## config.mk

```make
export PLATFORM = sky130hd
export DESIGN_NAME = div_sequencer_flat
export DESIGN_NICKNAME = d
export VERILOG_FILES = /design/src/rtl/div_if.sv /design/src/rtl/div_sequencer.sv /design/src/flat_wrapper.sv
export SDC_FILE = /design/constraint.sdc
export NUM_CORES = 1
export LEC_CHECK = 0
export CAP_MARGIN = 10
export CORE_ASPECT_RATIO = 0.9
export CORE_UTILIZATION = 40
export DETAILED_ROUTE_END_ITERATION = 10
export GPL_TIMING_DRIVEN = 0
export MAX_ROUTING_LAYER = met4
export PLACE_DENSITY = 0.57
export RECOVER_POWER = 25
export SLEW_MARGIN = 40
export SYNTH_ARGS = -nofsm -noshare
export SYNTH_HDL_FRONTEND = slang
export SYNTH_SLANG_ARGS = --single-unit
```

## constraint.sdc

```tcl
create_clock -name clk -period 3 [get_ports clk]
set_input_delay 0.9 -clock clk [delete_from_list [all_inputs] [get_ports clk]]
set_output_delay 0.9 -clock clk [all_outputs]
set_load 0.02 [all_outputs]
```

## src/rtl/div_if.sv

```systemverilog
// Start/busy/done handshake bundle for the multi-cycle divider.
interface div_if #(
  parameter int WIDTH = 32
);
  logic             start;
  logic [WIDTH-1:0] dividend;
  logic [WIDTH-1:0] divisor;
  logic             busy;
  logic             done;
  logic [WIDTH-1:0] quotient;
  logic [WIDTH-1:0] remainder;
  logic             div_zero;

  modport master (
    output start, dividend, divisor,
    input  busy, done, quotient, remainder, div_zero
  );

  modport slave (
    input  start, dividend, divisor,
    output busy, done, quotient, remainder, div_zero
  );
endinterface

```

## src/rtl/div_sequencer.sv

```systemverilog
// Multi-cycle restoring divider: one shift/subtract step per cycle, registered results.
// Define DIV_SIGNED_EN for two's-complement operands; otherwise the divide is unsigned.
module div_sequencer #(
  parameter int WIDTH = 32
) (
  input  logic  clk,
  input  logic  rst_n,
  div_if.slave  bus
);
  localparam int             CNT_W = $clog2(WIDTH);
  localparam logic [WIDTH-1:0] ONE = WIDTH'(1);

  typedef enum logic [2:0] {
    S_IDLE, S_PREP, S_ITER, S_FIX, S_DONE
  } state_t;

  state_t           state_q, state_d;
  logic [WIDTH-1:0] dvd_q, dvd_d, dvs_q, dvs_d;
  logic [WIDTH-1:0] q_q, q_d, r_q, r_d, d_q, d_d;
  logic [WIDTH-1:0] quo_q, quo_d, rem_q, rem_d;
  logic [CNT_W-1:0] cnt_q, cnt_d, cnt_inc;
  logic             div_zero_q, div_zero_d;
  logic             busy_o, done_o;

  logic [WIDTH-1:0] r_shift, q_step, r_step;
  logic [WIDTH-1:0] abs_dvd, abs_dvs, fix_quo, fix_rem;
  logic [WIDTH:0]   trial;
  logic             dvs_zero;

  assign cnt_inc  = cnt_q + CNT_W'(1);
  assign dvs_zero = (dvs_q == '0);

  // One restoring step; the shared A + ~B + 1 subtract, one bit wider so its MSB is the borrow.
  always_comb begin
    r_shift = {r_q[WIDTH-2:0], q_q[WIDTH-1]};
    trial   = {1'b0, r_shift} + {1'b1, ~d_q} + {{WIDTH{1'b0}}, 1'b1};
    if (!trial[WIDTH]) begin
      r_step = trial[WIDTH-1:0];
      q_step = {q_q[WIDTH-2:0], 1'b1};
    end else begin
      r_step = r_shift;
      q_step = {q_q[WIDTH-2:0], 1'b0};
    end
  end

`ifdef DIV_SIGNED_EN
  always_comb begin
    abs_dvd = dvd_q[WIDTH-1] ? (~dvd_q + ONE) : dvd_q;
    abs_dvs = dvs_q[WIDTH-1] ? (~dvs_q + ONE) : dvs_q;
    fix_quo = (dvd_q[WIDTH-1] ^ dvs_q[WIDTH-1]) ? (~q_step + ONE) : q_step;
    fix_rem = dvd_q[WIDTH-1] ? (~r_step + ONE) : r_step;
  end
`else
  always_comb begin
    abs_dvd = dvd_q;
    abs_dvs = dvs_q;
    fix_quo = q_step;
    fix_rem = r_step;
  end
`endif

  always_ff @(posedge clk or negedge rst_n) begin
    if (!rst_n) begin
      state_q <= S_IDLE;
    end else begin
      state_q <= state_d;
    end
  end

  // ITER covers WIDTH-1 steps; FIX performs the final step together with the sign fix-up.
  always_comb begin
    state_d = state_q;
    case (state_q)
      S_IDLE: if (bus.start) state_d = S_PREP;
      S_PREP: state_d = dvs_zero ? S_DONE : S_ITER;
      S_ITER: if (cnt_inc == CNT_W'(WIDTH - 1)) state_d = S_FIX;
      S_FIX:  state_d = S_DONE;
      S_DONE: state_d = S_IDLE;
      default: state_d = S_IDLE;
    endcase
  end

  always_comb begin
    busy_o = (state_q != S_IDLE);
    done_o = (state_q == S_DONE);
  end

  always_comb begin
    dvd_d      = dvd_q;
    dvs_d      = dvs_q;
    q_d        = q_q;
    r_d        = r_q;
    d_d        = d_q;
    cnt_d      = cnt_q;
    quo_d      = quo_q;
    rem_d      = rem_q;
    div_zero_d = div_zero_q;
    case (state_q)
      S_IDLE: begin
        if (bus.start) begin
          dvd_d      = bus.dividend;
          dvs_d      = bus.divisor;
          div_zero_d = 1'b0;
        end
      end
      S_PREP: begin
        if (dvs_zero) begin
          quo_d      = '1;
          rem_d      = dvd_q;
          div_zero_d = 1'b1;
        end else begin
          q_d   = abs_dvd;
          r_d   = '0;
          d_d   = abs_dvs;
          cnt_d = '0;
        end
      end
      S_ITER: begin
        q_d   = q_step;
        r_d   = r_step;
        cnt_d = cnt_inc;
      end
      S_FIX: begin
        quo_d = fix_quo;
        rem_d = fix_rem;
      end
      default: ;
    endcase
  end

  always_ff @(posedge clk or negedge rst_n) begin
    if (!rst_n) begin
      dvd_q      <= '0;
      dvs_q      <= '0;
      q_q        <= '0;
      r_q        <= '0;
      d_q        <= '0;
      cnt_q      <= '0;
      quo_q      <= '0;
      rem_q      <= '0;
      div_zero_q <= 1'b0;
    end else begin
      dvd_q      <= dvd_d;
      dvs_q      <= dvs_d;
      q_q        <= q_d;
      r_q        <= r_d;
      d_q        <= d_d;
      cnt_q      <= cnt_d;
      quo_q      <= quo_d;
      rem_q      <= rem_d;
      div_zero_q <= div_zero_d;
    end
  end

  assign bus.busy      = busy_o;
  assign bus.done      = done_o;
  assign bus.quotient  = quo_q;
  assign bus.remainder = rem_q;
  assign bus.div_zero  = div_zero_q;
endmodule
```

## src/flat_wrapper.sv

```systemverilog
// flat-port wrapper written by rule: the top's interface ports become plain ports
module div_sequencer_flat 
#(
  parameter int WIDTH = 32
)
  (clk, rst_n, bus_start, bus_dividend, bus_divisor, bus_busy, bus_done, bus_quotient, bus_remainder, bus_div_zero);
  div_if #(.WIDTH(WIDTH)) bus_i ();
  input  logic clk;
  input  logic rst_n;
  input wire logic [$bits(bus_i.start)-1:0] bus_start;
  input wire logic [$bits(bus_i.dividend)-1:0] bus_dividend;
  input wire logic [$bits(bus_i.divisor)-1:0] bus_divisor;
  output wire logic [$bits(bus_i.busy)-1:0] bus_busy;
  output wire logic [$bits(bus_i.done)-1:0] bus_done;
  output wire logic [$bits(bus_i.quotient)-1:0] bus_quotient;
  output wire logic [$bits(bus_i.remainder)-1:0] bus_remainder;
  output wire logic [$bits(bus_i.div_zero)-1:0] bus_div_zero;
  assign bus_i.start = bus_start;
  assign bus_i.dividend = bus_dividend;
  assign bus_i.divisor = bus_divisor;
  assign bus_busy = bus_i.busy;
  assign bus_done = bus_i.done;
  assign bus_quotient = bus_i.quotient;
  assign bus_remainder = bus_i.remainder;
  assign bus_div_zero = bus_i.div_zero;
  div_sequencer #(.WIDTH(WIDTH)) u_core (.clk(clk), .rst_n(rst_n), .bus(bus_i));
endmodule
```

* Word-level counts from Yosys, hierarchy flattened
Index checks and enable logic that the tools add are counted.
** Operators by class
- Bitwise logic cells :: 2
- Muxes and demuxes :: 19
- Add/sub/neg operators :: 3
- Reduce and logical (&&, ||, !) cells :: 12
- Eq/ne operators :: 9
** Operators by type and width (number)
- 32-bit one-hot mux with 2 select lines :: 3
- 32-bit 2-to-1 mux :: 4
- 31-bit one-hot mux with 2 select lines :: 1
- 32-bit by 33-bit adder with 33-bit output :: 1
- 33-bit by 1-bit adder with 33-bit output, second input constant :: 1
- 32-bit logical NOT :: 1
- 32-bit NOT :: 1
- 31-bit 2-to-1 mux :: 1
- 3-bit one-hot mux with 4 select lines :: 1
- 5-bit one-hot mux with 2 select lines :: 1
- 2-bit AND reduction :: 5
- 3-bit 2-to-1 mux :: 3
- 3-bit by 2-bit == test with 1-bit output, second input constant :: 2
- 2-bit nonzero test :: 3
- 5-bit by 1-bit adder with 5-bit output, second input constant :: 1
- 5-bit == test, second input constant :: 1
- 5-bit 2-to-1 mux :: 1
- 2-bit by 1-bit != test with 1-bit output, second input constant :: 2
- 2-bit != test, second input constant :: 2
- 3-bit by 1-bit == test with 1-bit output, second input constant :: 1
- 3-bit == test, second input constant :: 1
- 3-bit logical NOT :: 1
- 1-bit 2-to-1 mux :: 3
- 3-bit AND reduction :: 1
- other kinds (3) :: 3
** Storage, ports and cells
- Word-level logic and storage cells :: 55
- Input bits :: 67
- Output and inout bits :: 67
- Flip-flop bits (word level) :: 232

* Longest topological paths before layout
- Depth in word-level cells :: 5
- Depth in mapped cells :: 14
- Mapped depth without buffers :: 12

* Worst setup path after synthesis
Ideal clock, no wire load.
- Path type :: reg2reg
- From :: reg u_core.d_q[0]
- To :: reg u_core.rem_q[27] (netlist: u_core.bus.remainder[27])
- Required time :: 2.936 ns
- Clock period less this slack :: 2.670 ns
- Arrival :: 2.606 ns
- Library setup time :: 0.064 ns
- Slack :: 0.330 ns
- Path buffers :: 1
- Stages on the path, launching flop included :: 13
- Path through :: dfrtp_1 -> ha_1 -> fa_1 -> nor2b_1 -> o31ai_2 -> a31o_1 -> a211oi_2 -> o21ai_1 -> o22a_1 -> buf_6 -> a2111o_1 -> a21oi_1 -> a21o_1
** On the way
- Cells in the longest elaborated chain, start to end :: 5
** RTL lines
- start, declared :: line div_sequencer.sv:19 : logic [WIDTH-1:0] q_q, q_d, r_q, r_d, d_q, d_d;
- start signal, assigned :: line div_sequencer.sv:137 : d_q <= '0;
- start signal, assigned :: line div_sequencer.sv:147 : d_q <= d_d;
- 32-bit NOT :: line div_sequencer.sv:36 : trial = {1'b0, r_shift} + {1'b1, ~d_q} + {{WIDTH{1'b0}}, 1'b1};
- 32-bit by 33-bit adder with 33-bit output :: line div_sequencer.sv:36
- 33-bit by 1-bit adder with 33-bit output :: line div_sequencer.sv:36
- 32-bit 2-to-1 mux :: line div_sequencer.sv:37 : if (!trial[WIDTH]) begin
- 32-bit one-hot mux with 2 select lines :: line div_sequencer.sv:98 : case (state_q)
- end signal, assigned :: line div_sequencer.sv:150 : rem_q <= rem_d;
- end, declared :: line div_sequencer.sv:20 : logic [WIDTH-1:0] quo_q, quo_d, rem_q, rem_d;
Every way passes these cells.
A chain may end at the register's enable or synchronous reset.

* Final worst setup path
- From :: reg u_core.r_q[1]
- To :: reg u_core.rem_q[26] (netlist: u_core.bus.remainder[26])
** On the way
- Cells in the longest elaborated chain, start to end :: 4
** RTL lines
- start, declared :: line div_sequencer.sv:19
- start signal, assigned :: line div_sequencer.sv:146 : r_q <= r_d;
- 32-bit by 33-bit adder with 33-bit output :: line div_sequencer.sv:36
- 33-bit by 1-bit adder with 33-bit output :: line div_sequencer.sv:36
- 32-bit 2-to-1 mux :: line div_sequencer.sv:37
- 32-bit one-hot mux with 2 select lines :: line div_sequencer.sv:98
Every way passes these cells.

==> impl_metrics.toml <==
[yosys]
synth_top_area_share = 0.521
ys_warn_count = 0
synthCells = 1031
ys_types = 63
synth_area_leaders = "dfrtp_1 (52%), mux2_2 (9.8%), ha_1 (3.9%), o21ai_0 (3.9%), a21oi_1 (3.6%)"
synthFlopType = "dfrtp_1"
syn_area_mm2 = 0.0111
ys_async_sr_fraction = 1.00
postSynthAreaPerCell_um2 = 10.8
ys_ff_latch = 232
synth.largest_area_cell = "dfrtp_1"
ys_seq_area_frac = 0.521
synth_edf_count = 0
syn_nets = 1134

[placed_design]
placed_area_mm2 = 0.0130
place_worst_setup_slack_ps = -418
dp_hpwl_um = 22000
io_buffers = 133
place_congestion = 0.838

[worst_setup_path]
crit_path_max_fanout = 4
cp.arrival_ps = 3360
worstSetupStartpointType = "flip-flop"
critPathRequiredTime_ps = 3440
crit_path_end_kind = "flip-flop"
crit_type = "flip-flop to flip-flop"

[finish]
final_core_util = 0.527
layout_commonest_cell = "dfrtp_1"
diodes = 0
design.final.nets = 1308
drive_above_1_share = 0.191
stdcell_area_mm2 = 0.0143
n_fill_cell = 2434
mostFrequentLayoutCells = "dfrtp_1 (231), clkdlybuf4s50_1 (130), mux2_2 (97)"
syn_to_final_growth_pct = 28.4

[route]
vias = 8582
first_iter_violations = 520
drc_errors = 0
wire_per_inst_um = 19.0
viasPerCell = 5.45
drtPass1Iterations = 5
drtAntennaViolNets = 0
routed_wirelength_um = 29900

[clock_network]
cts-buffers-inserted = 25
clockBufferDepth = 3
cts_tree = "yes"
cts.sinks = 232
clk_pin_slew_ps = 60
hold_buffers = 0
htreeDepth = 1
insertion_delay_ps = 530
cts-root-buf = "clkbuf_16"

[power]
leakage_uw = 0.00617
p_per_area_mw_per_mm2 = 1300
peakVddDrop_mv = 0.626

[sta]
period_minus_slack_ps = 2910
setup_ws_ps = 86.9
slew_headroom = 0.0400
hold_viol = 0
period_share = 0.971
rsz0062_at_grt = "true"
tightest_slew_ps = 1440
setup_tns_ps = 0
hold_slack_ps = 485
setup_viol = 0
fin_skew_ps = 18.9
maxClockFrequency_ghz = 0.343
slew_violations = 0

[grt]
grt-ovfl-total = 0
grt_pass1_vias = 8603
antenna_found_initial = 0
grt_first_pass_wirelength_um = 47600
track_usage = 0.221
grt_start_max_net_pins = 74

[floorplan]
start_util = 0.410
die_x_um = 178
die_y_um = 160
dieArea_mm2 = 0.0285
io_pins = 134
core_area_mm2 = 0.0272
core.rowCount = 57

[status]
status = "completed"

[job]
cap_violations = 0

[worst_hold_path]
hp-class = "flip-flop to flip-flop"
-- routing by layer --
layer  part of all wire  track usage  vias to the layer above  wire (um)
met5                  0            -                        -          0
met4              0.018       0.0404                        0        524
met3              0.041       0.0289                       30       1230
met2               0.45        0.332                      184      13500
met1               0.49        0.321                     4297      14700
li1                   -            -                     4071          -
-- power breakdown --
group          internal, uW  leakage [uW]  switching, uW
clock network          1810      0.000390           1270
logic                  4370       0.00296           5260
registers              4660       0.00282           1270
-- flip-flops by register name, indices dropped and copies added, names as in the netlist, 3 cells and up --
register              cells
u_core.abs_dvd           32
u_core.abs_dvs           32
u_core.bus.quotient      32
u_core.bus.remainder     32
u_core.d_q               32
u_core.q_q               32
u_core.r_q               31
u_core.cnt_q              5
u_core.state_q            3
-- synthesized netlist by cell type, drive strengths merged (4+ instances only) --
master	number
nand2	86
nand2b	5
a21o	11
mux2	97
nor3	9
mux2i	37
and2	5
o21a	8
inv	43
dfrtp	232
a21boi	4
o21ai	95
xor2	11
o22a	32
nor2	44
nand3	22
nor2b	6
clkbuf	42
o22ai	27
a211oi	6
xnor2	15
ha	35
o31a	4
nand4	5
nor4	8
buf	15
or3	4
a21oi	82
-- cell families after synthesis --
family,synth area share
muxes,0.131
DFF,0.521
xor gates and xnor gates,0.0204
AOI/OAI and AO/OA,0.165
and+or+nand+nor,0.0847
adders and majority gates,0.0411
buffers and inverters,0.0361
-- worst max-delay path: stages, from the launching register on --
cell,delay [ps]
dfrtp_1,430
ha_1,340
nor2b_4,160
o31ai_4,210
a31o_4,220
buf_4,130
a21oi_1,80
o311a_1,370
o21a_1,230
o21a_1,170
o31a_1,340
a21oi_1,150
-- cell type report --
cell class / count / area, um2 / area share
multi-input cells: 698 / 5320 / 0.371
clock buffers: 36 / 707 / 0.0494
inverters: 44 / 169 / 0.0118
repair buffers: 149 / 1490 / 0.104
flip-flops and latches: 232 / 5810 / 0.406
well taps: 354 / 443 / 0.0310
clock inverters: 8 / 98.8 / 0.00691
plain buffers: 55 / 275 / 0.0192
-- repair_timing --
| action | in CTS | in global routing |
|---|---|---|
| pin swaps | 12 | 11 |
| endpoints found under the setup margin | 123 | 77 |
| setup buffers | 8 | 3 |
| gates cloned | 1 | 0 |
| gates resized for setup | 90 | 28 |
-- through the flow --
stage | cells | total power, uW
floorplan | 1031 | 11400
global placement | 1518 | 14400
detailed placement | 1523 | 14500
CTS | 1576 | 18600
global route | 1576 | 19900
finish | 1576 | 18600
-- path summary, 6_finish.rpt --
kind	start	slack, ps	cells after the start	endpoint
setup / recovery	u_core.r_q[1]	90	11	u_core.bus.remainder[26]
hold / removal	u_core.bus.quotient[31]	480	1	u_core.bus.quotient[31]
setup reg to reg	u_core.r_q[1]	90	11	u_core.bus.remainder[26]
hold reg to reg	u_core.bus.quotient[31]	480	1	u_core.bus.quotient[31]
max in group asynchronous	rst_n	660	2	u_core.abs_dvs[8]
min in group asynchronous	rst_n	710	1	u_core.abs_dvs[29]
Power figures use the tool's default switching activity.
